### src/rtl/control_fsm_multiciclo_pkg.sv
// Shared constants for the multi-cycle MIPS control unit: opcodes, ALU-op codes,
// FSM state encodings and the opcode class held between DECODE and write-back.
package mips_ctrl_pkg;

    localparam logic [5:0] OP_R    = 6'b000000;
    localparam logic [5:0] OP_LW   = 6'b100011;
    localparam logic [5:0] OP_SW   = 6'b101011;
    localparam logic [5:0] OP_BEQ  = 6'b000100;
    localparam logic [5:0] OP_ADDI = 6'b001000;
    localparam logic [5:0] OP_ANDI = 6'b001100;
    localparam logic [5:0] OP_SLTI = 6'b001010;
    localparam logic [5:0] OP_ORI  = 6'b001101;

    typedef enum logic [2:0] {
        ALU_ADD   = 3'b000,
        ALU_SUB   = 3'b001,
        ALU_SLT   = 3'b010,
        ALU_AND   = 3'b101,
        ALU_OR    = 3'b110,
        ALU_FUNCT = 3'b111
    } alu_op_t;

    typedef enum logic [3:0] {
        ST_RST      = 4'd0,
        ST_FETCH    = 4'd1,
        ST_DECODE   = 4'd2,
        ST_MEM_ADDR = 4'd3,
        ST_MEM_RD   = 4'd4,
        ST_MEM_WB   = 4'd5,
        ST_MEM_WR   = 4'd6,
        ST_EXEC_R   = 4'd7,
        ST_EXEC_I   = 4'd8,
        ST_ALU_WB   = 4'd9,
        ST_BRANCH   = 4'd10,
        ST_TRAP     = 4'd11
    } state_t;

    typedef enum logic [1:0] {
        CLS_R  = 2'd0,
        CLS_I  = 2'd1,
        CLS_LW = 2'd2,
        CLS_SW = 2'd3
    } op_class_t;

    // ALU operation for the immediate-arithmetic opcodes; ADD for anything else.
    function automatic alu_op_t imm_alu_op(input logic [5:0] op);
        case (op)
            OP_ANDI: return ALU_AND;
            OP_SLTI: return ALU_SLT;
            OP_ORI:  return ALU_OR;
            default: return ALU_ADD;
        endcase
    endfunction

endpackage

### src/rtl/control_fsm_multiciclo_if.sv
// Control/status bundle between the multi-cycle control unit (master) and the
// datapath/memory side (slave).
interface control_fsm_multiciclo_if #(
    parameter int unsigned ALUOP_W = 3,
    parameter int unsigned CNT_W   = 16
);
    logic [5:0]         opcode;
    logic               mem_ready;
    logic               pc_write;
    logic               pc_write_cond;
    logic               ir_write;
    logic               i_or_d;
    logic               mem_read;
    logic               mem_write;
    logic               mem_to_reg;
    logic               reg_dst;
    logic               reg_write;
    logic               alu_src_a;
    logic [1:0]         alu_src_b;
    logic [ALUOP_W-1:0] alu_op;
    logic [1:0]         pc_source;
    logic               instr_done;
    logic               illegal_op;
    logic [CNT_W-1:0]   retired;

    modport master (
        input  opcode, mem_ready,
        output pc_write, pc_write_cond, ir_write, i_or_d, mem_read, mem_write,
               mem_to_reg, reg_dst, reg_write, alu_src_a, alu_src_b, alu_op,
               pc_source, instr_done, illegal_op, retired
    );

    modport slave (
        output opcode, mem_ready,
        input  pc_write, pc_write_cond, ir_write, i_or_d, mem_read, mem_write,
               mem_to_reg, reg_dst, reg_write, alu_src_a, alu_src_b, alu_op,
               pc_source, instr_done, illegal_op, retired
    );
endinterface

### src/rtl/control_fsm_multiciclo.sv
// Multi-cycle MIPS main control: FETCH/DECODE/EXECUTE/MEM/WB sequencing with a
// memory-ready handshake, sticky illegal-opcode trap and retired-instruction counter.
module control_fsm_multiciclo
    import mips_ctrl_pkg::*;
#(
    parameter int unsigned ALUOP_W = 3,
    parameter bit          MEM_HS  = 1'b1,
    parameter int unsigned CNT_W   = 16
) (
    input  logic                     clk,
    input  logic                     rst_n,
    control_fsm_multiciclo_if.master bus
);

    state_t           state_q, state_d;
    op_class_t        cls_q, cls_d;
    alu_op_t          imm_op_q, imm_op_d;
    logic             illegal_q, illegal_d;
    logic [CNT_W-1:0] retired_q;

    logic    rdy;
    logic    pc_write, pc_write_cond, ir_write, i_or_d, mem_read, mem_write;
    logic    mem_to_reg, reg_dst, reg_write, alu_src_a, instr_done;
    logic    [1:0] alu_src_b, pc_source;
    alu_op_t alu_op;

    // Without the handshake every memory access is treated as completing at once.
    assign rdy = !MEM_HS || bus.mem_ready;

    always_comb begin
        state_d       = state_q;
        cls_d         = cls_q;
        imm_op_d      = imm_op_q;
        illegal_d     = 1'b0;
        pc_write      = 1'b0;
        pc_write_cond = 1'b0;
        ir_write      = 1'b0;
        i_or_d        = 1'b0;
        mem_read      = 1'b0;
        mem_write     = 1'b0;
        mem_to_reg    = 1'b0;
        reg_dst       = 1'b0;
        reg_write     = 1'b0;
        alu_src_a     = 1'b0;
        alu_src_b     = 2'b00;
        alu_op        = ALU_ADD;
        pc_source     = 2'b00;
        instr_done    = 1'b0;

        case (state_q)
            ST_RST: state_d = ST_FETCH;
            ST_FETCH: begin
                mem_read  = 1'b1;
                alu_src_b = 2'b01;
                ir_write  = rdy;
                pc_write  = rdy;
                if (rdy) state_d = ST_DECODE;
            end
            ST_DECODE: begin
                alu_src_b = 2'b11;
                imm_op_d  = imm_alu_op(bus.opcode);
                case (bus.opcode)
                    OP_LW:  begin cls_d = CLS_LW; state_d = ST_MEM_ADDR; end
                    OP_SW:  begin cls_d = CLS_SW; state_d = ST_MEM_ADDR; end
                    OP_R:   begin cls_d = CLS_R;  state_d = ST_EXEC_R;   end
                    OP_ADDI, OP_ANDI, OP_SLTI, OP_ORI:
                            begin cls_d = CLS_I;  state_d = ST_EXEC_I;   end
                    OP_BEQ: state_d = ST_BRANCH;
                    default: begin
                        state_d   = ST_TRAP;
                        illegal_d = 1'b1;
                    end
                endcase
            end
            ST_MEM_ADDR: begin
                alu_src_a = 1'b1;
                alu_src_b = 2'b10;
                state_d   = (cls_q == CLS_SW) ? ST_MEM_WR : ST_MEM_RD;
            end
            ST_MEM_RD: begin
                mem_read = 1'b1;
                i_or_d   = 1'b1;
                if (rdy) state_d = ST_MEM_WB;
            end
            ST_MEM_WB: begin
                reg_write  = 1'b1;
                mem_to_reg = 1'b1;
                instr_done = 1'b1;
                state_d    = ST_FETCH;
            end
            ST_MEM_WR: begin
                mem_write  = 1'b1;
                i_or_d     = 1'b1;
                instr_done = rdy;
                if (rdy) state_d = ST_FETCH;
            end
            ST_EXEC_R: begin
                alu_src_a = 1'b1;
                alu_op    = ALU_FUNCT;
                state_d   = ST_ALU_WB;
            end
            ST_EXEC_I: begin
                alu_src_a = 1'b1;
                alu_src_b = 2'b10;
                alu_op    = imm_op_q;
                state_d   = ST_ALU_WB;
            end
            ST_ALU_WB: begin
                reg_write  = 1'b1;
                reg_dst    = (cls_q == CLS_R);
                instr_done = 1'b1;
                state_d    = ST_FETCH;
            end
            ST_BRANCH: begin
                alu_src_a     = 1'b1;
                alu_op        = ALU_SUB;
                pc_write_cond = 1'b1;
                pc_source     = 2'b01;
                instr_done    = 1'b1;
                state_d       = ST_FETCH;
            end
            ST_TRAP: state_d = ST_TRAP;
            default: state_d = ST_RST;
        endcase
    end

    always_ff @(posedge clk or negedge rst_n) begin
        if (!rst_n) begin
            state_q   <= ST_RST;
            cls_q     <= CLS_R;
            imm_op_q  <= ALU_ADD;
            illegal_q <= 1'b0;
            retired_q <= '0;
        end else begin
            state_q  <= state_d;
            cls_q    <= cls_d;
            imm_op_q <= imm_op_d;
            if (illegal_d) illegal_q <= 1'b1;
            if (instr_done) retired_q <= retired_q + CNT_W'(1);
        end
    end

    assign bus.pc_write      = pc_write;
    assign bus.pc_write_cond = pc_write_cond;
    assign bus.ir_write      = ir_write;
    assign bus.i_or_d        = i_or_d;
    assign bus.mem_read      = mem_read;
    assign bus.mem_write     = mem_write;
    assign bus.mem_to_reg    = mem_to_reg;
    assign bus.reg_dst       = reg_dst;
    assign bus.reg_write     = reg_write;
    assign bus.alu_src_a     = alu_src_a;
    assign bus.alu_src_b     = alu_src_b;
    assign bus.alu_op        = ALUOP_W'(alu_op);
    assign bus.pc_source     = pc_source;
    assign bus.instr_done    = instr_done;
    assign bus.illegal_op    = illegal_q;
    assign bus.retired       = retired_q;

endmodule

### src/flat_wrapper.sv
// flat-port wrapper written by rule: the top's interface ports become plain ports
module control_fsm_multiciclo_flat import mips_ctrl_pkg::*;
#(
    parameter int unsigned ALUOP_W = 3,
    parameter bit          MEM_HS  = 1'b1,
    parameter int unsigned CNT_W   = 16
)
  (clk, rst_n, bus_opcode, bus_mem_ready, bus_pc_write, bus_pc_write_cond, bus_ir_write, bus_i_or_d, bus_mem_read, bus_mem_write, bus_mem_to_reg, bus_reg_dst, bus_reg_write, bus_alu_src_a, bus_alu_src_b, bus_alu_op, bus_pc_source, bus_instr_done, bus_illegal_op, bus_retired);
  control_fsm_multiciclo_if #(.ALUOP_W(ALUOP_W), .CNT_W(CNT_W)) bus_i ();
  input  logic clk;
  input  logic rst_n;
  input wire logic [$bits(bus_i.opcode)-1:0] bus_opcode;
  input wire logic [$bits(bus_i.mem_ready)-1:0] bus_mem_ready;
  output wire logic [$bits(bus_i.pc_write)-1:0] bus_pc_write;
  output wire logic [$bits(bus_i.pc_write_cond)-1:0] bus_pc_write_cond;
  output wire logic [$bits(bus_i.ir_write)-1:0] bus_ir_write;
  output wire logic [$bits(bus_i.i_or_d)-1:0] bus_i_or_d;
  output wire logic [$bits(bus_i.mem_read)-1:0] bus_mem_read;
  output wire logic [$bits(bus_i.mem_write)-1:0] bus_mem_write;
  output wire logic [$bits(bus_i.mem_to_reg)-1:0] bus_mem_to_reg;
  output wire logic [$bits(bus_i.reg_dst)-1:0] bus_reg_dst;
  output wire logic [$bits(bus_i.reg_write)-1:0] bus_reg_write;
  output wire logic [$bits(bus_i.alu_src_a)-1:0] bus_alu_src_a;
  output wire logic [$bits(bus_i.alu_src_b)-1:0] bus_alu_src_b;
  output wire logic [$bits(bus_i.alu_op)-1:0] bus_alu_op;
  output wire logic [$bits(bus_i.pc_source)-1:0] bus_pc_source;
  output wire logic [$bits(bus_i.instr_done)-1:0] bus_instr_done;
  output wire logic [$bits(bus_i.illegal_op)-1:0] bus_illegal_op;
  output wire logic [$bits(bus_i.retired)-1:0] bus_retired;
  assign bus_i.opcode = bus_opcode;
  assign bus_i.mem_ready = bus_mem_ready;
  assign bus_pc_write = bus_i.pc_write;
  assign bus_pc_write_cond = bus_i.pc_write_cond;
  assign bus_ir_write = bus_i.ir_write;
  assign bus_i_or_d = bus_i.i_or_d;
  assign bus_mem_read = bus_i.mem_read;
  assign bus_mem_write = bus_i.mem_write;
  assign bus_mem_to_reg = bus_i.mem_to_reg;
  assign bus_reg_dst = bus_i.reg_dst;
  assign bus_reg_write = bus_i.reg_write;
  assign bus_alu_src_a = bus_i.alu_src_a;
  assign bus_alu_src_b = bus_i.alu_src_b;
  assign bus_alu_op = bus_i.alu_op;
  assign bus_pc_source = bus_i.pc_source;
  assign bus_instr_done = bus_i.instr_done;
  assign bus_illegal_op = bus_i.illegal_op;
  assign bus_retired = bus_i.retired;
  control_fsm_multiciclo #(.ALUOP_W(ALUOP_W), .MEM_HS(MEM_HS), .CNT_W(CNT_W)) u_core (.clk(clk), .rst_n(rst_n), .bus(bus_i));
endmodule
### config.mk
export PLATFORM = sky130hd
export DESIGN_NAME = control_fsm_multiciclo_flat
export DESIGN_NICKNAME = d
export VERILOG_FILES = /design/src/rtl/control_fsm_multiciclo_pkg.sv /design/src/rtl/control_fsm_multiciclo_if.sv /design/src/rtl/control_fsm_multiciclo.sv /design/src/flat_wrapper.sv
export SDC_FILE = /design/constraint.sdc
export NUM_CORES = 1
export LEC_CHECK = 0
export ABC_AREA = 1
export CORE_MARGIN = 10
export CORE_UTILIZATION = 49
export CTS_CLUSTER_DIAMETER = 60
export DETAILED_ROUTE_END_ITERATION = 8
export GPL_TIMING_DRIVEN = 0
export PLACE_DENSITY = 0.85
export SLEW_MARGIN = 10
export SYNTH_ARGS = -nofsm -noshare
export SYNTH_HDL_FRONTEND = slang
export SYNTH_SLANG_ARGS = --single-unit
### constraint.sdc
create_clock -name clk -period 1.8 [get_ports clk]
set_input_delay 0.36 -clock clk [delete_from_list [all_inputs] [get_ports clk]]
set_output_delay 0.36 -clock clk [all_outputs]
set_load 0.005 [all_outputs]
==> metrics <==
outcome=finished with violations; failing checks=negative setup slack; layout overhead on the synthesized area=53.5%; Initial Utilization=51.3%; # port buffers=42; Slew Viols, Final=0; drt total wl=6500 um; CTS sink cnt=26; crit path kind=flop to output port; top cell type's share of synthesized area=37.7%; TritonCTS buffer count=3; setup TNS=-2.07 ns; H-tree lvl count=1; max cap viols=0; Setup Skew=0.00584 ns; largest net degree at the start of global routing=27; synthesized cell area=0.00173 sq mm; Final nets=322; Top delay family on crit path=buffers and inverters; unrepaired setup endpoints after global routing=true; register area share after synthesis=37.7%; reg2reg setup slack=-0.01 ns; Ant. Diodes=0; placed cell areas=0.00220 sq mm; Final Hold Fails=0; Routed Antenna Nets=0; CP Launch Type=flop; Reg clk slew, reported paths=0.15 ns; slew margin rel.=60.7%; FP Rows=21; Avg Vias per Cell=5.65; number of primary I/O pins=44; Req. time, crit path=1.44 ns; Iter 0 DRT Violations=292; Die X=79.3 um; period utilization=114%; DRC=0; Post-Syn Area per Cell=7.44 sq um; Clock Latency Late Sink=0.33 ns; Placer Congestion=0.836; area leader, netlist=dfrtp_1; share of layout cells above drive strength 1=35.7%; WP buf/inv=5; drt first pass iters=5; fin util=78.8%; FF-to-FF End=u_core.state_q[2]; Hold Path Class=input port to async pin; root buffer cell=clkbuf_4; Max Clock Freq=486 MHz; core area=0.00336 sq mm; EDFF count, synth=0; Storage cell area=654 sq um; worst-path maximum fanout=3; # hold bufs at CTS=0; critical-path cell list=buf_6 > nor2_4 > buf_6 > inv_4 > buf_6 > nor2_4 > nand3b_1 > buf_2; setup violators final=16; Fillers=235; worst-case clock buffer depth=2; max incr delay on CP=0.49 ns; ys async rst share=100%; r2r startpoint=u_core.state_q[3]; Leak Pwr=1.29 nW; GRT Total Usage=18.5%; setup ws final=-0.256 ns; Syn. warnings=0; number of global-route vias before repair=1918; overall die area=0.00629 sq mm; r2r worst-path depth=9; Yosys reg bits=26; post-DP HPWL=3220 um; Top FF cell, synth=dfrtp_1; Distinct cells, synth=28; min Tclk post-route=2.06 ns; DR vias=2017; critical path's slowest cell=dfrtp_2; first-pass GRT wire length=9490 um; Crit path top cell by count=buf_6; Final Instance Area=0.00265 sq mm; initial antenna violation count=0; power per cell area=1350 mW/mm^2; WL/cell=18.2 um; Synth Net Count=242; footprint of the multi-input gates=0.00104 sq mm; Post-synth top cells=nand2_1, nor2_1, inv_1; Area contributors post-synth=dfrtp_1, nand2_1, nor2_1; Slew @ Worst Pin=0.589 ns; VDD IR max=572 uV; Synth Instances=232; top-count cell post-synth=nand2_1; Crit. End Element=output port; CP arrival=1.70 ns; overflow left after global routing=0; CP startpoint=u_core.state_q[3]; die height=79.3 um; CTS tree=yes
==> cells by family after synthesis <==
| logic type | Yosys count | synth area share (%) |
|---|---|---|
| adders and majority gates | 1 | 0.725 |
| DFF | 26 | 37.7 |
| other | 1 | 0.217 |
| and+or+nand+nor | 133 | 37.9 |
| xor gates and xnor gates | 11 | 5.58 |
| AOI/OAI and AO/OA | 24 | 8.63 |
| buffers and inverters | 36 | 9.21 |
==> layout make-up <==
type	instances	share of cell area, %
Multi-Input combinational cell	170	39.3
Clock buffer	3	0.850
Timing Repair Buffer	75	24.6
Clock inverter	1	1.13
Inverter	31	5.05
Tap cell	46	2.17
Buffer	5	2.13
Sequential cell	26	24.7
==> report_power, final <==
part	total [mW]	internal [mW]	leakage [nW]	switching [mW]
registers	0.885	0.732	0.335	0.153
logic	2.28	1.04	0.929	1.24
clock network	0.415	0.225	0.0279	0.190
total	3.58	2.00	1.29	1.58
==> metrics by stage <==
stage	power, mW	hold WS, ns	worst slack, ns	std cells
after global placement	2.20	0.467	-0.358	320
after CTS	3.16	0.507	-0.203	352
final	3.58	0.00300	-0.256	357
after global routing	3.72	0.0234	-0.284	357
after floorplan	1.64	0.0644	0.318	232
after detailed placement	2.23	0.461	-0.356	320
==> worst max-delay path by stage <==
stage | end | slack [ns] | depth (start not counted)
2_1_floorplan | bus_instr_done | 0.32 | 7
3_3_place_gp | bus_instr_done | -0.36 | 5
3_5_place_dp | bus_instr_done | -0.36 | 5
4_1_cts | bus_instr_done | -0.20 | 8
5_1_grt | bus_alu_src_a | -0.28 | 8
6_report | bus_alu_src_a | -0.26 | 8
==> layout by cell type, fill, tap and decap left out, types with 5 or more instances in the layout <==
cell type        Yosys  final
nand2_1             55     53
inv_1               27     21
clkdlybuf4s50_1      0     24
xor2_1               5      5
nand2_4              4      5
buf_6                0     20
xnor2_1              6      6
nor2_1              32     24
inv_2                4      5
dfrtp_1             26     23
o21ai_2              5      6
o21ai_0             12      9
nand3_1             14     14
nand2_2              7      5
nand4_1              7      7
nor2_4               5     12
buf_2                1     11
buf_4                3     21
==> registers in the layout, summed over array words and instances (netlist names) <==
name,count
u_core.bus.illegal_op,1
u_core.cls_q,2
u_core.state_q,4
u_core.bus.retired,16
u_core.imm_op_q,3
==> metal layers <==
metal,global-route usage (%),up-vias,part of all wire [%]
met1,21.6,948,39
met3,3.15,33,8.0
met5,0,-,0
met4,11.1,0,4.8
met2,30.9,142,48
li1,-,894,-
==> timing repair <==
| action | in CTS | in global routing |
|---|---|---|
| endpoints found under the hold margin | 0 | 0 |
| pin swaps | 13 | 9 |
| setup buffers | 28 | 8 |
| resized for setup | 108 | 26 |
| endpoints found under the setup margin | 17 | 18 |
No activity file was read; power rests on OpenSTA's default activity.
